**src/rtl/fifo_controller_d0_pkg.sv**
```systemverilog
// Shared definitions for the FIFO controller.
//   fifo_state_e : controller FSM state (init sweep, then normal run)
//   fifo_depth() : RAM depth for a given address width
package fifo_controller_d0_pkg;

    typedef enum logic {
        StInit = 1'b0,
        StRun  = 1'b1
    } fifo_state_e;

    function automatic int unsigned fifo_depth(input int unsigned addr_w);
        return 32'd1 << addr_w;
    endfunction

endpackage

```
**src/rtl/fifo_ptr_d0.sv**
```systemverilog
// Wrap-around address pointer with increment enable and synchronous clear.
//   clk_i  : clock, rising edge
//   rst_ni : asynchronous active-low reset, pointer returns to 0
//   clr_i  : synchronous clear to 0 (wins over inc_i)
//   inc_i  : advance by one, wrapping modulo 2**Width
//   ptr_o  : current pointer value
module fifo_ptr_d0 #(
    parameter int unsigned Width = 8
) (
    input  logic             clk_i,
    input  logic             rst_ni,
    input  logic             clr_i,
    input  logic             inc_i,
    output logic [Width-1:0] ptr_o
);

    logic [Width-1:0] ptr_q, ptr_d;

    always_comb begin
        ptr_d = ptr_q;
        if (clr_i) begin
            ptr_d = '0;
        end else if (inc_i) begin
            // natural overflow of the Width-bit sum gives the wrap
            ptr_d = ptr_q + Width'(1);
        end
    end

    always_ff @(posedge clk_i or negedge rst_ni) begin
        if (!rst_ni) begin
            ptr_q <= '0;
        end else begin
            ptr_q <= ptr_d;
        end
    end

    assign ptr_o = ptr_q;

endmodule

```
**src/rtl/fifo_controller_d0.sv**
```systemverilog
// Synchronous FIFO controller driving one external RAM (first-word fall-through).
// After reset it zero-fills the whole RAM, then serves push/pop/flush.
//   clk, reset_L            : clock (rising edge), async active-low reset
//   push, push_data         : enqueue request and word
//   pop                     : dequeue request (head word is on the RAM data_out)
//   flush                   : synchronous empty command, overrides push/pop
//   alm_full_thr/alm_empty_thr : almost-flag thresholds
//   ram_write/ram_read/ram_data_in/wr_ptr/rd_ptr : RAM control
//   init_done, full, empty, almost_full, almost_empty, count : status
//   overflow/underflow      : sticky dropped-push / rejected-pop indicators
module fifo_controller_d0
    import fifo_controller_d0_pkg::*;
#(
    parameter int unsigned DATA_SIZE       = 10,
    parameter int unsigned MAIN_QUEUE_SIZE = 8
) (
    input  logic                       clk,
    input  logic                       reset_L,
    input  logic                       push,
    input  logic [DATA_SIZE-1:0]       push_data,
    input  logic                       pop,
    input  logic                       flush,
    input  logic [MAIN_QUEUE_SIZE:0]   alm_full_thr,
    input  logic [MAIN_QUEUE_SIZE:0]   alm_empty_thr,
    output logic                       ram_write,
    output logic                       ram_read,
    output logic [DATA_SIZE-1:0]       ram_data_in,
    output logic [MAIN_QUEUE_SIZE-1:0] wr_ptr,
    output logic [MAIN_QUEUE_SIZE-1:0] rd_ptr,
    output logic                       init_done,
    output logic                       full,
    output logic                       empty,
    output logic                       almost_full,
    output logic                       almost_empty,
    output logic [MAIN_QUEUE_SIZE:0]   count,
    output logic                       overflow,
    output logic                       underflow
);

    localparam int unsigned Depth = fifo_depth(MAIN_QUEUE_SIZE);
    localparam logic [MAIN_QUEUE_SIZE:0]   DepthCnt = Depth[MAIN_QUEUE_SIZE:0];
    localparam logic [MAIN_QUEUE_SIZE-1:0] LastAddr = '1;

    fifo_state_e                state_q, state_d;
    logic [MAIN_QUEUE_SIZE:0]   count_q, count_d;
    logic                       overflow_q, overflow_d;
    logic                       underflow_q, underflow_d;

    logic run, cnt_full, cnt_empty, acc_push, acc_pop, ptr_clr, wr_inc;

    always_comb begin
        run       = (state_q == StRun);
        cnt_full  = (count_q == DepthCnt);
        cnt_empty = (count_q == '0);
        // a pop frees the slot the same-cycle push writes into, so a full FIFO
        // can still accept a push alongside an accepted pop
        acc_pop   = run & ~flush & pop & ~cnt_empty;
        acc_push  = run & ~flush & push & (~cnt_full | acc_pop);
        ptr_clr   = run & flush;
        // the init sweep reuses the write pointer as its address counter
        wr_inc    = ~run | acc_push;
    end

    always_comb begin
        state_d     = state_q;
        count_d     = count_q;
        overflow_d  = overflow_q;
        underflow_d = underflow_q;
        unique case (state_q)
            StInit: begin
                if (wr_ptr == LastAddr) begin
                    state_d = StRun;
                end
            end
            StRun: begin
                if (flush) begin
                    count_d = '0;
                end else begin
                    if (acc_push && !acc_pop) begin
                        count_d = count_q + 1'b1;
                    end else if (acc_pop && !acc_push) begin
                        count_d = count_q - 1'b1;
                    end
                    overflow_d  = overflow_q | (push & ~acc_push);
                    underflow_d = underflow_q | (pop & ~acc_pop);
                end
            end
            default: state_d = StInit;
        endcase
    end

    always_ff @(posedge clk or negedge reset_L) begin
        if (!reset_L) begin
            state_q     <= StInit;
            count_q     <= '0;
            overflow_q  <= 1'b0;
            underflow_q <= 1'b0;
        end else begin
            state_q     <= state_d;
            count_q     <= count_d;
            overflow_q  <= overflow_d;
            underflow_q <= underflow_d;
        end
    end

    fifo_ptr_d0 #(
        .Width (MAIN_QUEUE_SIZE)
    ) u_wr_ptr (
        .clk_i  (clk),
        .rst_ni (reset_L),
        .clr_i  (ptr_clr),
        .inc_i  (wr_inc),
        .ptr_o  (wr_ptr)
    );

    fifo_ptr_d0 #(
        .Width (MAIN_QUEUE_SIZE)
    ) u_rd_ptr (
        .clk_i  (clk),
        .rst_ni (reset_L),
        .clr_i  (ptr_clr),
        .inc_i  (acc_pop),
        .ptr_o  (rd_ptr)
    );

    // reset_L gates the write strobe so the RAM is never written while held in reset
    assign ram_write    = reset_L & (~run | acc_push);
    assign ram_read     = acc_pop;
    assign ram_data_in  = run ? push_data : '0;
    assign init_done    = run;
    assign full         = ~run | cnt_full;
    assign empty        = ~run | cnt_empty;
    assign almost_full  = (count_q >= alm_full_thr);
    assign almost_empty = (count_q <= alm_empty_thr);
    assign count        = count_q;
    assign overflow     = overflow_q;
    assign underflow    = underflow_q;

endmodule

```
**config.mk**
```make
export PLATFORM = sky130hd
export DESIGN_NAME = fifo_controller_d0
export DESIGN_NICKNAME = d
export VERILOG_FILES = /design/src/rtl/fifo_controller_d0_pkg.sv /design/src/rtl/fifo_ptr_d0.sv /design/src/rtl/fifo_controller_d0.sv
export SDC_FILE = /design/constraint.sdc
export NUM_CORES = 1
export LEC_CHECK = 0
export CORE_MARGIN = 1.5
export CORE_UTILIZATION = 45
export DETAILED_ROUTE_END_ITERATION = 8
export HOLD_SLACK_MARGIN = 0.08
export PLACE_DENSITY = 0.85
export SKIP_CTS_REPAIR_TIMING = 1
export SLEW_MARGIN = 20
export SYNTH_ARGS = -nofsm -noshare
export SYNTH_HDL_FRONTEND = slang
export SYNTH_SLANG_ARGS = --single-unit
```
**constraint.sdc**
```tcl
create_clock -name clk -period 7.5 [get_ports clk]
set_input_delay 1.125 -clock clk [delete_from_list [all_inputs] [get_ports clk]]
set_output_delay 1.125 -clock clk [all_outputs]
set_load 0.05 [all_outputs]
```
==> metrics.log, run 1 <==
[metrics] source of the critical timing path: alm_full_thr[0]
[metrics] required arrival time at the worst endpoint: 6.38 ns
[metrics] cell leakage power: 1.477 nW
[metrics] number of cells on the worst reg-to-reg path: 9
[metrics] highest cell delay on the worst timing path: 0.70 ns
[metrics] detailed-route DRC error count: 0
[metrics] worst slew slack as a fraction of its limit: 53.03%
[metrics] main combinational cell family by area after synthesis: simple AND/OR/NAND/NOR gates
[metrics] pin count of the biggest net entering global routing: 30
[metrics] final routed wire length divided by cell count: 14.18 um
[metrics] area of the placeable core: 4817 um^2
[metrics] net count reported at finish: 389
[metrics] Syn Area/Cell: 9.216 um^2
[metrics] CTS tree: done
[metrics] FFs w/ async S/R, synth: 100.0%
[metrics] most common cell after layout, fill and taps aside: sky130_fd_sc_hd__clkdlybuf4s50_1
[metrics] XOR/XNOR Fraction of Synth Area: 5.725%
[metrics] commonest cells after routing, fill and taps aside: sky130_fd_sc_hd__clkdlybuf4s50_1 (76), sky130_fd_sc_hd__ha_1 (28), sky130_fd_sc_hd__dfrtp_1 (28)
[metrics] layout cell share with drive strength beyond 1: 8.282%
[metrics] CTS root buffer: sky130_fd_sc_hd__clkbuf_8
[metrics] crit path capture type: primary output
[metrics] post-synthesis sequential area ratio: 30.53%
[metrics] sink of the worst hold path: underflow
[metrics] distinct cell type count after synthesis: 52
[metrics] hold_sp: underflow
[metrics] cell types occupying the most area after synthesis: sky130_fd_sc_hd__dfrtp_1 (31%), sky130_fd_sc_hd__ha_1 (15%), sky130_fd_sc_hd__o21ai_0 (3.9%)
[metrics] crit-path max FO: 1
[metrics] fraction of the mapped netlist area in simple logic gates: 20.99%
[metrics] count of pins over their slew limit: 0
[metrics] fraction of synthesized cell area taken by the top area cell type: 30.53%
[metrics] number of iterations in the first detailed-routing pass: 4
[metrics] Tcrit/Tclk final: 64.13%
[metrics] clk sinks: 28
[metrics] Via Count: 2118
[metrics] Synth warnings: 0
[metrics] initial antenna violation count: 0
[metrics] layout overhead on the synthesized area: 39.15%
[metrics] sum of negative setup slack: 0 ns
[metrics] number of global-route vias before repair: 2036
[metrics] post-CTS clock slew at the launch and capture registers of the worst setup and hold paths: 0.10 ns
[metrics] share of synthesized area spent on multiplexers: 1.854%
[metrics] pre-CTS worst setup slack: 2.696 ns
[metrics] fin worst setup slack: 2.690 ns
[metrics] worst hold path class: reg -> reg
[metrics] number of top-level pins: 77
[metrics] register bit count reported by yosys: 28
[metrics] cell type contributing the most total cell area after synthesis: sky130_fd_sc_hd__dfrtp_1
[metrics] CP cell instances: clkdlybuf4s50_1 -> ha_1 -> nand2b_1 -> a21o_1 -> a21o_1 -> a211oi_1 -> o21ai_0 -> a31o_2 -> clkdlybuf4s50_1
[metrics] beginning of the worst register-to-register path: count[4]
[metrics] vertical extent of the die: 74.41 um
[metrics] Worst-Margin Slew: 0.7046 ns
[metrics] Synth Area in Compound Gates: 19.74%
[metrics] Startpoint Class: input pin
[metrics] Max Root-Sink Buffers: 2
[metrics] drt via density: 5.389
[metrics] # rows: 25
[metrics] total routing resource utilization after global routing: 21.12%
[metrics] RSZ-0062 raised after global routing: no
[metrics] area of the die: 5537 um^2
[metrics] post-detailed-placement cell area: 3122 um^2
[metrics] # H-tree levels: 1
[metrics] r2r setup slk: 3.90 ns
[metrics] power after layout: 0.3132 mW
[metrics] Crit path max-delay family: buffers and inverters
[metrics] Synth Cell Area: 2295 um^2
[metrics] max-cap check violation count: 0
[metrics] total CTS buffers: 3
[metrics] power per cell area: 98.09 nW/um^2
[metrics] number of flops mapped to enable cells by yosys: 0
[metrics] sum of overflow across all layers after global routing: 0
[metrics] clk_skew: 0.008652 ns
[metrics] die boundary width: 74.41 um
[metrics] kind of critical path: in -> out
[metrics] adder and majority cell fraction of the synthesized area: 16.14%
[metrics] final count of negative-setup-slack endpoints: 0
[metrics] number of instances in the synthesized netlist: 249
[metrics] maximum VDD drop: 0.0001031 V
[metrics] starting density of the core: 47.64%
[metrics] Max Freq: 207.9 MHz
[metrics] number of antenna-violating nets in the routed design: 0
[metrics] run status: completed
[metrics] Port-buffer cells: 76
[metrics] Net Count, Synth: 311
[metrics] Critical Path Slowest Stage Cell: sky130_fd_sc_hd__clkdlybuf4s50_1
[metrics] fin area: 3193 um^2
[metrics] Hold Crit Depth: 1
[metrics] Synth Flop Type: sky130_fd_sc_hd__dfrtp_1
[metrics] post-route minimum period: 4.810 ns
[metrics] DRT Wirelength: 5.573 mm
[metrics] latest clock arrival within the worst-skew pair: 0.29 ns
[metrics] DRT iter0 DRCs: 74
[metrics] wire length of the first global-routing pass: 9.163 mm
[metrics] final HPWL from detailed placement: 4.376 mm
[metrics] placer congestion estimate: 0.8205
[metrics] reg2reg end: count[8]
[metrics] number of buffers and inverters on the critical path: 2
[metrics] Data arrival, critical path: 3.68 ns
[metrics] Hold Fails Final Rpt: 0
[metrics] number of diodes: 0
## cell families after synthesis
logic type,after synthesis
adder cells (fa/ha/maj),29
AND/OR/NAND/NOR,83
XOR/XNOR,15
flip-flops,28
AO/OA/AOI/OAI,62
buffers and inverters,28
multiplexers,4
## where the power goes
| group | switching (mW) | leakage, nW | internal, mW |
|---|---|---|---|
| sequential | 0 | 0.366 | 0.151 |
| combinational | 0.0173 | 1.07 | 0.0226 |
| clock | 0.0508 | 0.0357 | 0.0716 |
| total | 0.0682 | 1.48 | 0.245 |
## how the worst max path moves through the flow
stage	to	slack, ns	depth (start not counted)
2_1_floorplan	almost_empty	3.22	8
3_3_place_gp	almost_full	2.78	9
3_5_place_dp	almost_full	2.70	9
4_1_cts	almost_full	2.70	9
5_1_grt	almost_empty	2.60	10
6_report	almost_full	2.69	9
## metal layers
metal,vias to the layer above,GRT usage (%),part of all wire (%)
li1,1037,-,-
met1,999,26.29,42
met2,71,36.71,49
met3,11,3.117,6.2
met4,0,8.485,2.0
met5,-,0,0
## metrics by stage
stage / util, % / std cells / hold slack, ns
finish: 66.29 / 393 / 0.4817
CTS: 66.29 / 393 / 0.4901
floorplan: - / 249 / 0.8054
detailed placement: 64.81 / 389 / 0.4664
global placement: 64.81 / 389 / 0.4615
global route: 66.29 / 393 / 0.5174
## layout make-up
| class | count | area [um^2] |
|---|---|---|
| clock buffer | 3 | 41.29 |
| clock inverter | 1 | 30.03 |
| multi-input combinational | 193 | 1479 |
| sequential | 28 | 700.7 |
| fill | 419 | 1624 |
| timing repair buffer | 77 | 768.2 |
| tap | 67 | 83.83 |
| inverter | 24 | 90.09 |
## synth_stat cells, types with 2 or more instances
cell	number
sky130_fd_sc_hd__nand3b_1	2
sky130_fd_sc_hd__mux2_2	2
sky130_fd_sc_hd__nand3_1	7
sky130_fd_sc_hd__nand4_1	5
sky130_fd_sc_hd__nor2b_1	4
sky130_fd_sc_hd__a31o_2	3
sky130_fd_sc_hd__xnor2_1	5
sky130_fd_sc_hd__and3_1	5
sky130_fd_sc_hd__nor2_1	14
sky130_fd_sc_hd__nand2_1	19
sky130_fd_sc_hd__nor3_1	3
sky130_fd_sc_hd__o21bai_1	6
sky130_fd_sc_hd__inv_1	24
sky130_fd_sc_hd__dfrtp_1	28
sky130_fd_sc_hd__o21ai_0	18
sky130_fd_sc_hd__o22ai_1	2
sky130_fd_sc_hd__and2_1	12
sky130_fd_sc_hd__clkbuf_1	3
sky130_fd_sc_hd__a21oi_1	10
sky130_fd_sc_hd__ha_1	28
sky130_fd_sc_hd__a21o_1	4
sky130_fd_sc_hd__or4_4	2
sky130_fd_sc_hd__mux2i_1	2
sky130_fd_sc_hd__o21a_1	2
sky130_fd_sc_hd__nand2b_1	2
sky130_fd_sc_hd__nor4_4	2
sky130_fd_sc_hd__xor2_1	10
## registers in the layout (all words and copies together) (netlist names)
register	count
count	9
underflow	1
overflow	1
u_rd_ptr.ptr_o	8
init_done	1
u_wr_ptr.ptr_o	8
(Power assumes the default switching activity.)
==> inputs of run 2 (changes only) <==
- clock period: 7.5 -> 5 ns (I/O delays scaled with it)
==> run 2 against run 1 <==
  * Via count rose by 1.0%
  * Sequential cell count did not move
  * Register-to-register slack got worse by 2.5 ns
  * Clock skew fell by 0.0065 ns
  * Worst hold slack improved by 0.0065 ns
  * First-iteration DRC count rose by 47%
  * Setup slack got worse by 1.7 ns
  * Sequential share of layout area did not move
  * Critical path type unchanged
  * Largest power group unchanged
==> metrics.log, run 2 (synthesis results as in run 1) <==
[metrics] final core utilization: 66.29% (unchanged)
[metrics] CTS tree: done (unchanged)
[metrics] power per cell area: 146.3 nW/um^2 (was 98.09 nW/um^2)
[metrics] die boundary width: 74.41 um (unchanged)
[metrics] wire length of the first global-routing pass: 8.887 mm (was 9.163 mm)
[metrics] most common cell after layout, fill and taps aside: sky130_fd_sc_hd__clkdlybuf4s50_1 (unchanged)
[metrics] sum of negative setup slack: 0 ns (unchanged)
[metrics] crit path capture type: primary output (unchanged)
[metrics] commonest cells after routing, fill and taps aside: sky130_fd_sc_hd__clkdlybuf4s50_1 (76), sky130_fd_sc_hd__ha_1 (28), sky130_fd_sc_hd__dfrtp_1 (28) (unchanged)
[metrics] Hold Fails Final Rpt: 0 (unchanged)
[metrics] reg2reg end: count[8] (unchanged)
[metrics] placer congestion estimate: 0.8302 (was 0.8205)
[metrics] number of filler instances in the final layout: 407 (was 419)
[metrics] initial antenna violation count: 0 (unchanged)
[metrics] Startpoint Class: input pin (unchanged)
[metrics] area of the die: 5537 um^2 (unchanged)
[metrics] CTS root buffer: sky130_fd_sc_hd__clkbuf_8 (unchanged)
[metrics] layer carrying the most global-route usage: met2 (unchanged)
[metrics] total routing resource utilization after global routing: 20.30% (was 21.12%)
[metrics] highest cell delay on the worst timing path: 0.83 ns (was 0.70 ns)
[metrics] post-route minimum period: 3.996 ns
[metrics] beginning of the worst register-to-register path: count[1] (was count[4])
[metrics] # rows: 25 (unchanged)
[metrics] Hold Crit Depth: 1 (unchanged)
[metrics] clk sinks: 28 (unchanged)
[metrics] post-CTS clock slew at the launch and capture registers of the worst setup and hold paths: 0.10 ns (about the same)
[metrics] worst slew slack as a fraction of its limit: 51.70% (was 53.03%)
[metrics] drt via density: 5.445 (was 5.389)
[metrics] DRT iter0 DRCs: 109 (was 74)
[metrics] final routed wire length divided by cell count: 14.23 um (was 14.18 um)
[metrics] starting density of the core: 47.64% (unchanged)
[metrics] Worst-Margin Slew: 0.7245 ns (was 0.7046 ns)
[metrics] worst hold path class: reg -> reg (unchanged)
[metrics] sum of overflow across all layers after global routing: 0 (unchanged)
[metrics] met1 track demand over resource: 26.15% (was 26.29%)
[metrics] met3 routing resource usage after global routing: 2.575% (was 3.117%)
[metrics] final HPWL from detailed placement: 4.428 mm (was 4.376 mm)
[metrics] number of buffers and inverters on the critical path: 3 (was 2)
[metrics] count of pins over their slew limit: 0 (unchanged)
[metrics] hold_sp: underflow (unchanged)
[metrics] layout overhead on the synthesized area: 39.15% (unchanged)
[metrics] Via Count: 2140 (was 2118)
[metrics] max-cap check violation count: 0 (unchanged)
[metrics] maximum VDD drop: 0.0001003 V (was 0.0001031 V)
[metrics] # H-tree levels: 1 (unchanged)
[metrics] required arrival time at the worst endpoint: 4.25 ns (was 6.38 ns)
[metrics] Tcrit/Tclk final: 79.91%
[metrics] number of iterations in the first detailed-routing pass: 4 (unchanged)
[metrics] logic depth of the worst path, buffers included: 10 (was 9)
[metrics] kind of critical path: in -> out (unchanged)
[metrics] number of global-route vias before repair: 1985 (was 2036)
[metrics] Crit path max-delay family: buffers and inverters (unchanged)
[metrics] total CTS buffers: 3 (unchanged)
[metrics] fin area: 3193 um^2 (unchanged)
[metrics] Cell Count, Final, Fillers Out: 393 (unchanged)
[metrics] run status: completed (unchanged)
[metrics] number of top-level pins: 77 (unchanged)
[metrics] Port-buffer cells: 76 (unchanged)
[metrics] DRT Wirelength: 5.591 mm (was 5.573 mm)
[metrics] Max Root-Sink Buffers: 2 (unchanged)
[metrics] flip-flop count of the largest register, all copies and words added: 9 (unchanged)
[metrics] clk_skew: 0.002102 ns (was 0.008652 ns)
[metrics] CP cell instances: clkdlybuf4s50_1 -> inv_1 -> ha_1 -> nor2b_1 -> o21a_1 -> o21a_1 -> o21bai_1 -> a21oi_1 -> nor3_1 -> clkdlybuf4s50_1 (was clkdlybuf4s50_1 -> ha_1 -> nand2b_1 -> a21o_1 -> a21o_1 -> a211oi_1 -> o21ai_0 -> a31o_2 -> clkdlybuf4s50_1)
[metrics] layout cell share with drive strength beyond 1: 8.282% (unchanged)
[metrics] final count of negative-setup-slack endpoints: 0 (unchanged)
[metrics] number of cells on the worst reg-to-reg path: 10 (was 9)
[metrics] detailed-route DRC error count: 0 (unchanged)
[metrics] latest clock arrival within the worst-skew pair: 0.28 ns (was 0.29 ns)
[metrics] number of diodes: 0 (unchanged)
[metrics] Max Freq: 250.3 MHz
[metrics] sink of the worst hold path: underflow (unchanged)
[metrics] Cell Count Post-Placement: 389 (unchanged)
[metrics] net count reported at finish: 389 (unchanged)
[metrics] pin count of the biggest net entering global routing: 30 (unchanged)
[metrics] r2r setup slk: 1.40 ns (was 3.90 ns)
[metrics] cell leakage power: 1.477 nW (unchanged)
[metrics] Critical Path Slowest Stage Cell: sky130_fd_sc_hd__clkdlybuf4s50_1 (unchanged)
[metrics] post-detailed-placement cell area: 3122 um^2 (unchanged)
[metrics] global routing usage on met2: 35.91% (was 36.71%)
[metrics] RSZ-0062 raised after global routing: no (unchanged)
[metrics] vertical extent of the die: 74.41 um (unchanged)
[metrics] crit-path max FO: 2 (was 1)
[metrics] area of the placeable core: 4817 um^2 (unchanged)
[metrics] Data arrival, critical path: 3.25 ns (was 3.68 ns)
[metrics] number of antenna-violating nets in the routed design: 0 (unchanged)
[run 2: how the worst max path moves through the flow]
stage / slack [ns] / end / start
after global placement: 1.03 / almost_full / alm_full_thr[0]
after CTS: 0.98 / almost_empty / alm_empty_thr[1]
after global routing: 0.88 / almost_empty / alm_empty_thr[1]
final: 1.00 / almost_empty / alm_empty_thr[1]
after detailed placement: 0.99 / almost_empty / alm_empty_thr[1]
after floorplan: 1.43 / almost_empty / count[1]
[run 2: layout make-up]
cell class                 count  area, um^2  share of cell area (%)
timing repair buffer          77       768.2                   24.06
clock buffer                   3       41.29                   1.293
multi-input combinational    193        1479                   46.32
tap                           67       83.83                   2.625
sequential                    28       700.7                   21.94
clock inverter                 1       30.03                  0.9404
inverter                      24       90.09                   2.821
[run 2: stage by stage]
step | power [mW] | setup WS, ns | hold slack, ns
3_5_place_dp | 0.2908 | 0.9948 | 0.4669
2_1_floorplan | 0.2539 | 1.430 | 0.4544
4_1_cts | 0.4708 | 0.9841 | 0.4914
3_3_place_gp | 0.2892 | 1.025 | 0.4616
6_report | 0.4673 | 1.004 | 0.4881
5_1_grt | 0.4852 | 0.8809 | 0.5306
[run 2: worst reg2reg max path: stages (launching register included)]
cell,delay [ns]
sky130_fd_sc_hd__dfrtp_1,0.52
sky130_fd_sc_hd__or4_4,0.62
sky130_fd_sc_hd__o21ai_2,0.19
sky130_fd_sc_hd__nand4_2,0.32
sky130_fd_sc_hd__ha_1,0.46
sky130_fd_sc_hd__a21oi_1,0.17
sky130_fd_sc_hd__nor2b_1,0.06
sky130_fd_sc_hd__a21o_2,0.20
sky130_fd_sc_hd__o41ai_1,0.44
sky130_fd_sc_hd__mux2_2,0.40
sky130_fd_sc_hd__a22oi_2,0.15
[run 2: where the power goes]
part / internal [mW] / switching, mW / leakage (nW)
clock: 0.107 / 0.0739 / 0.0357
sequential: 0.226 / 0 / 0.366
combinational: 0.0340 / 0.0259 / 1.07
total: 0.367 / 0.0998 / 1.48
[run 2: layer usage]
layer	share of wire (%)	wire length, um
met3	6.2	345
met2	49	2763
met5	0	0
met1	43	2400
met4	1.5	82
